===== src/rtl/ppu_pkg.sv =====
// Shared constants, types and helpers for the NES background renderer with
// attribute lookup, writable palette and horizontal scroll.
package ppu_pkg;

  localparam int          NES_W    = 256;
  localparam int          NES_H    = 240;
  localparam logic [10:0] AT_BASE  = 11'h3C0;
  localparam int          PIPE_LAT = 5;

  typedef logic [3:0] pal_idx_t;
  typedef logic [8:0] nes_x_t;

  // Pick the 2-bit palette group of one 16x16 quadrant out of an attribute byte.
  function automatic logic [1:0] attr_sel(input logic [7:0] attr_byte,
                                          input logic [1:0] quad);
    logic [1:0] sel;
    case (quad)
      2'b00:   sel = attr_byte[1:0];
      2'b01:   sel = attr_byte[3:2];
      2'b10:   sel = attr_byte[5:4];
      2'b11:   sel = attr_byte[7:6];
      default: sel = 2'b00;
    endcase
    return sel;
  endfunction

endpackage


===== src/rtl/ppu_palette.sv =====
// 16-entry colour register file: one synchronous write port and a
// combinational read port, so a same-cycle read of a written entry sees the old value.
module ppu_palette
  import ppu_pkg::*;
#(
  parameter int NB = 6
) (
  input  logic          clk_i,
  input  logic          rst_ni,
  input  logic          we_i,
  input  pal_idx_t      waddr_i,
  input  logic [NB-1:0] wdata_i,
  input  pal_idx_t      raddr_i,
  output logic [NB-1:0] rdata_o
);

  logic [NB-1:0] mem_q [16];

  always_ff @(posedge clk_i or negedge rst_ni) begin
    if (!rst_ni) begin
      for (int i = 0; i < 16; i++) begin
        mem_q[i] <= '0;
      end
    end else if (we_i) begin
      mem_q[waddr_i] <= wdata_i;
    end
  end

  assign rdata_o = mem_q[raddr_i];

endmodule


===== src/rtl/ppu_bg_pal.sv =====
// Background renderer: 5-edge fixed-latency pipeline from VGA position to
// palette colour, with syncs delayed alongside the pixels.
module ppu_bg_pal
  import ppu_pkg::*;
#(
  parameter int   C_MEMW       = 8,
  parameter int   C_NB_RED     = 2,
  parameter int   C_NB_GREEN   = 2,
  parameter int   C_NB_BLUE    = 2,
  parameter int   C_SCALE_LOG2 = 1,
  parameter int   C_VIS_ROWS   = 480,
  parameter logic C_SYNC_IDLE  = 1'b1
) (
  input  logic                                      clk,
  input  logic                                      rst,
  input  logic                                      visible,
  input  logic [9:0]                                col,
  input  logic [9:0]                                row,
  input  logic                                      hsync_in,
  input  logic                                      vsync_in,
  input  logic [8:0]                                scroll_x,
  input  logic                                      pal_we,
  input  logic [3:0]                                pal_addr,
  input  logic [C_NB_RED+C_NB_GREEN+C_NB_BLUE-1:0]  pal_wdata,
  output logic [10:0]                               addr_ntable,
  input  logic [C_MEMW-1:0]                         d_ntable,
  output logic [10:0]                               addr_atable,
  input  logic [C_MEMW-1:0]                         d_atable,
  output logic [10:0]                               addr_ptable,
  input  logic [C_MEMW-1:0]                         d_ptable0,
  input  logic [C_MEMW-1:0]                         d_ptable1,
  output logic [C_NB_RED-1:0]                       red,
  output logic [C_NB_GREEN-1:0]                     green,
  output logic [C_NB_BLUE-1:0]                      blue,
  output logic                                      hsync,
  output logic                                      vsync
);

  localparam int          NB    = C_NB_RED + C_NB_GREEN + C_NB_BLUE;
  localparam logic [10:0] IMG_W = 11'(NES_W << C_SCALE_LOG2);
  localparam logic [10:0] IMG_H = 11'(NES_H << C_SCALE_LOG2);

  nes_x_t     scroll_q, scroll_d;
  nes_x_t     x_s;
  logic [7:0] y_s;
  logic       in_img_s;

  nes_x_t     x1_q;
  logic [7:0] y1_q;
  logic       img1_q, vis1_q, hs1_q, vs1_q;

  logic [4:0] xh2_q;
  logic [2:0] fx2_q;
  logic [3:0] yh2_q;
  logic [2:0] fy2_q;
  logic       img2_q, vis2_q, hs2_q, vs2_q;

  logic [2:0] fx3_q;
  logic [1:0] quad3_q;
  logic       img3_q, vis3_q, hs3_q, vs3_q;

  logic [1:0] pix_s;
  logic [1:0] attr_s;
  pal_idx_t   idx_s;

  pal_idx_t   idx4_q;
  logic       img4_q, vis4_q, hs4_q, vs4_q;

  pal_idx_t   pal_raddr_s;
  logic [NB-1:0] pal_rdata_s;
  logic [NB-1:0] rgb_q, rgb_d;
  logic       hsync_q, vsync_q;

  // Scroll only moves on the first blank row so a frame never tears.
  always_comb begin
    scroll_d = scroll_q;
    if (row == 10'(C_VIS_ROWS) && col == 10'd0) begin
      scroll_d = scroll_x;
    end else begin
      scroll_d = scroll_q;
    end
  end

  assign x_s      = nes_x_t'((col >> C_SCALE_LOG2) + {1'b0, scroll_q});
  assign y_s      = 8'(row >> C_SCALE_LOG2);
  assign in_img_s = visible && ({1'b0, col} < IMG_W) && ({1'b0, row} < IMG_H);

  // Stages P1..P3 carry only the coordinate bits later stages still consume.
  always_ff @(posedge clk or negedge rst) begin
    if (!rst) begin
      scroll_q <= '0;
      x1_q     <= '0;
      y1_q     <= '0;
      img1_q   <= 1'b0;
      vis1_q   <= 1'b0;
      hs1_q    <= 1'b0;
      vs1_q    <= 1'b0;
      xh2_q    <= '0;
      fx2_q    <= '0;
      yh2_q    <= '0;
      fy2_q    <= '0;
      img2_q   <= 1'b0;
      vis2_q   <= 1'b0;
      hs2_q    <= 1'b0;
      vs2_q    <= 1'b0;
      fx3_q    <= '0;
      quad3_q  <= '0;
      img3_q   <= 1'b0;
      vis3_q   <= 1'b0;
      hs3_q    <= 1'b0;
      vs3_q    <= 1'b0;
    end else begin
      scroll_q <= scroll_d;
      x1_q     <= x_s;
      y1_q     <= y_s;
      img1_q   <= in_img_s;
      vis1_q   <= visible;
      hs1_q    <= hsync_in;
      vs1_q    <= vsync_in;
      xh2_q    <= x1_q[8:4];
      fx2_q    <= x1_q[2:0];
      yh2_q    <= y1_q[7:4];
      fy2_q    <= y1_q[2:0];
      img2_q   <= img1_q;
      vis2_q   <= vis1_q;
      hs2_q    <= hs1_q;
      vs2_q    <= vs1_q;
      fx3_q    <= fx2_q;
      quad3_q  <= {yh2_q[0], xh2_q[0]};
      img3_q   <= img2_q;
      vis3_q   <= vis2_q;
      hs3_q    <= hs2_q;
      vs3_q    <= vs2_q;
    end
  end

  assign addr_ntable = {x1_q[8], y1_q[7:3], x1_q[7:3]};
  assign addr_ptable = {d_ntable, fy2_q};
  assign addr_atable = AT_BASE | {xh2_q[4], 4'b0000, yh2_q[3:1], xh2_q[3:1]};

  // Pattern bytes hold the leftmost pixel in the MSB; pixel 0 is the backdrop.
  always_comb begin
    pix_s  = {d_ptable1[~fx3_q], d_ptable0[~fx3_q]};
    attr_s = attr_sel(d_atable, quad3_q);
    idx_s  = 4'd0;
    if (pix_s == 2'd0) begin
      idx_s = 4'd0;
    end else begin
      idx_s = {attr_s, pix_s};
    end
  end

  // Output stage: border pixels fall back to entry 0, blanking forces black.
  always_comb begin
    pal_raddr_s = 4'd0;
    rgb_d       = '0;
    if (img4_q) begin
      pal_raddr_s = idx4_q;
    end else begin
      pal_raddr_s = 4'd0;
    end
    if (vis4_q) begin
      rgb_d = pal_rdata_s;
    end else begin
      rgb_d = '0;
    end
  end

  ppu_palette #(
    .NB (NB)
  ) u_palette (
    .clk_i   (clk),
    .rst_ni  (rst),
    .we_i    (pal_we),
    .waddr_i (pal_addr),
    .wdata_i (pal_wdata),
    .raddr_i (pal_raddr_s),
    .rdata_o (pal_rdata_s)
  );

  always_ff @(posedge clk or negedge rst) begin
    if (!rst) begin
      idx4_q  <= '0;
      img4_q  <= 1'b0;
      vis4_q  <= 1'b0;
      hs4_q   <= 1'b0;
      vs4_q   <= 1'b0;
      rgb_q   <= '0;
      hsync_q <= C_SYNC_IDLE;
      vsync_q <= C_SYNC_IDLE;
    end else begin
      idx4_q  <= idx_s;
      img4_q  <= img3_q;
      vis4_q  <= vis3_q;
      hs4_q   <= hs3_q;
      vs4_q   <= vs3_q;
      rgb_q   <= rgb_d;
      hsync_q <= hs4_q;
      vsync_q <= vs4_q;
    end
  end

  assign {red, green, blue} = rgb_q;
  assign hsync              = hsync_q;
  assign vsync              = vsync_q;

endmodule


===== config.mk =====
export PLATFORM = sky130hd
export DESIGN_NAME = ppu_bg_pal
export DESIGN_NICKNAME = d
export VERILOG_FILES = /design/src/rtl/ppu_pkg.sv /design/src/rtl/ppu_palette.sv /design/src/rtl/ppu_bg_pal.sv
export SDC_FILE = /design/constraint.sdc
export NUM_CORES = 1
export LEC_CHECK = 0
export ABC_CLOCK_PERIOD_IN_PS = 2900
export CELL_PAD_IN_SITES_DETAIL_PLACEMENT = 1
export CELL_PAD_IN_SITES_GLOBAL_PLACEMENT = 2
export CORE_MARGIN = 5
export CORE_UTILIZATION = 38
export CTS_BUF_LIST = sky130_fd_sc_hd__clkbuf_8 sky130_fd_sc_hd__clkbuf_16
export CTS_CLUSTER_SIZE = 14
export DETAILED_ROUTE_END_ITERATION = 12
export PLACE_DENSITY_LB_ADDON = 0.1
export SYNTH_ARGS = -nofsm -noshare
export SYNTH_HDL_FRONTEND = slang
export SYNTH_HIERARCHICAL = 1
export SYNTH_SLANG_ARGS = --single-unit

===== constraint.sdc =====
create_clock -name clk -period 2.9 [get_ports clk]
set_input_delay 0.435 -clock clk [delete_from_list [all_inputs] [get_ports clk]]
set_output_delay 0.435 -clock clk [all_outputs]
set_load 0.01 [all_outputs]

==> flow_summary.ini <==
[setup_path]
required_ns = 3.21
cp-end-kind = register
crit_arrival_ns = 2.56
worstPathCellList = clkdlybuf4s50_1 > ha_1 > fa_1 > a21o_1 > a2111oi_0 > buf_4 > a21oi_1 > xnor2_1
critPathKind = in -> reg
r2r_cells = 7
max_stage_delay_ns = 0.45
reg2reg_setup_slack_ns = 0.73
r2r_start = scroll_q[0]
path_max_fanout = 2
critPathSlowestCell = clkdlybuf4s50_1
reg2reg_to = x1_q[8]
crit_start = col[1]
worstSetupStartpointType = input port

[timing]
slew_violations = 0
period_share = 0.775
hold_ws_ns = 0.345
skew_ns = 0.00833
timing.slew.headroom = 0.515
setup_tns_ns = 0
max_freq_mhz = 445
tightestPinTransition_ns = 0.725
timing.final.ws_setup_ns = 0.651
rsz0062_at_grt = false
setup_viol = 0
fin_crit_ns = 2.25
hold_viol_final = 0

[clocking]
cts_tree = done
clk_path_buf_depth = 2
clock_sinks = 170
cts_buffers = 17
clk_pin_slew_ns = 0.07
cts_setup_buffers = 0
insertion_delay_ns = 0.43
cts-hold-fix-buffers = 1
htree_levels = 4
cts_resized = 0
cts-root-buf = clkbuf_16

[drt]
firstDrtPassIters = 4
antenna_left = 0
viasPerCell = 5.10
avgRoutedWirePerCell_um = 20.4
wl_um = 16400
drt_iter0_drc = 141
drc = 0
vias = 4108

[min_path]
min_to = quad3_q[0]
hold_path_depth = 0
min_from = xh2_q[0]
hold_class = reg -> reg

[floorplan]
fp-row-count = 50
initial_core_util = 0.385
die_w_um = 148
dieArea_um2 = 21800
coreArea_um2 = 18700
io_pins = 118
die_h_um = 148

[power_and_ir_drop]
p_total_uw = 6230
p_int_uw = 4750
p_leak_uw = 0.00383
ir_drop_mv = 0.429
powerDensity_nw_per_um2 = 691
switching_share = 0.238
p_comb_frac = 0.141
power_switching_uw = 1480
seqPwrFrac = 0.468
clock_power_share = 0.391

[global_routing]
grt_pass1_vias = 4795
grt_use_met3 = 0.0521
use_met2 = 0.267
grt_overflow_total = 0
grt.busiest_layer = met2
antenna_found_initial = 0
grt_pass1_wl_um = 27000
grt_use_total = 0.164
grt_max_degree = 66
grtUsageMet1 = 0.211

[placed_design]
dp_slack_ns = 0.206
io_buffers = 97
gp_congestion = 0.738
hpwl_um = 11600
place_inst = 772

[logic_synthesis]
syn_area_um2 = 7200
ys.flop_type = dfrtp_1
ys_top_cells_by_count = 168 x dfrtp_1, 107 x mux2_2, 30 x buf_4, 30 x mux4_2
synth_top_cell_by_area = dfrtp_1
yosys_warnings = 6
synth_top_area_frac = 0.584
synth_edf_count = 0
syn_area_per_cell_um2 = 15.5
synthArstFlopShare = 1.00
synth_seq_cells = 170
yosys-top-cells-area = dfrtp_1 58%, mux2_2 17%, mux4_2 9.4%, buf_4 3.1%, ha_1 1.4%
netlist_instances = 465
yosysMostFrequentCell = dfrtp_1
seq_area_frac_synth = 0.591
ys_types = 38

[final_layout]
stdcell_count = 805
fillers = 1791
layout-drive-gt1-share = 0.349
diodes = 0
syn_to_final_growth_pct = 25.2
final_nets = 644

[flow_run]
cap_viol_max_count = 0

[status]
status = complete, no violations
flip-flops by register name, summed over array words and instances (netlist names), 2 cells and up:
register / flops
scroll_q: 9
fx2_q: 3
xh2_q: 5
u_palette/mem_q: 96
idx4_q: 4
x1_q: 9
fx3_q: 3
y1_q: 8
yh2_q: 4
fy2_q: 3
rgb_q: 6
quad3_q: 2
worst max path at each step:
stage / endpoint / slack, ns / cells past startpoint
4_1_cts: x1_q[8] / 0.66 / 8
3_3_place_gp: x1_q[8] / 0.24 / 8
5_1_grt: x1_q[8] / 0.46 / 8
6_report: x1_q[8] / 0.65 / 8
3_5_place_dp: x1_q[8] / 0.21 / 8
2_1_floorplan: x1_q[8] / 0.72 / 6
area by class of cell:
cell class / instances / area, um^2 / area share
flip-flops and latches: 170 / 4260 / 0.472
clock inverters: 15 / 211 / 0.0234
multi-input cells: 250 / 2660 / 0.295
repair buffers: 118 / 1170 / 0.130
well taps: 234 / 293 / 0.0325
inverters: 1 / 3.75 / 0.000416
clock buffers: 17 / 425 / 0.0472
stage by stage:
| stage | utilization | cell area, um^2 |
|---|---|---|
| 5_1_grt | 0.482 | 9020 |
| 4_1_cts | 0.482 | 9020 |
| 3_3_place_gp | 0.447 | 8370 |
| 6_report | 0.482 | 9020 |
| 2_1_floorplan | - | 7210 |
| 3_5_place_dp | 0.447 | 8370 |
layout by cell type, fill, tap and decap left out, types with 3 or more instances in the layout:
cell             synthesis  final
buf_12                   0      3
buf_4                   30     17
nand2_1                 11     11
conb_1                   1      4
nor4_1                   3      3
bufinv_16                0      4
a21oi_1                  4      4
nor3_2                   4      4
xnor2_1                  6      6
nor3_1                   4      4
nand2b_1                 3      3
a22oi_1                 12     12
mux2_2                 107    107
inv_6                    0      4
nor2_1                  11     11
mux4_2                  30     30
nor2b_1                  4      4
and2_1                  12     12
nand3_1                  4      4
clkdlybuf4s50_1          0     96
clkbuf_16                0     17
or3_1                    4      4
dfrtp_1                168    168
ha_1                     8      8
worst max-delay path: cells and delay by family:
family | cells | cell delay [ns]
AO/OA/AOI/OAI | 3 | 0.70
XOR/XNOR | 1 | 0.12
adder cells (fa/ha/maj) | 2 | 0.66
buffers and inverters | 2 | 0.64
metal layers:
layer  routed length, um  vias to the layer above
met2                8170                       87
met4                 197                        0
met3                 759                       20
met1                7320                     2154
li1                    -                     1847
met5                   0                        -
cell families (layout without fill, tap and decap cells):
family                   after synthesis  after routing  share of synthesized area
AO/OA/AOI/OAI                         22             22                     0.0217
XOR/XNOR                               8              8                    0.00973
adder cells (fa/ha/maj)                9              9                     0.0167
buffers and inverters                 48            151                     0.0414
flip-flops                           170            170                      0.591
multiplexers                         137            137                      0.261
other                                  1              4                   0.000521
AND/OR/NAND/NOR                       70             70                     0.0577
power groups by stage:
| stage | combinational, uW | clock (uW) | sequential, uW |
|---|---|---|---|
| after detailed placement | 890 | 0 | 2960 |
| final | 879 | 2440 | 2920 |
| after global placement | 866 | 0 | 2940 |
| after CTS | 896 | 2520 | 2920 |
| after global routing | 968 | 2620 | 2960 |
| after floorplan | 567 | 0 | 2900 |
Power figures use the tool's default switching activity.
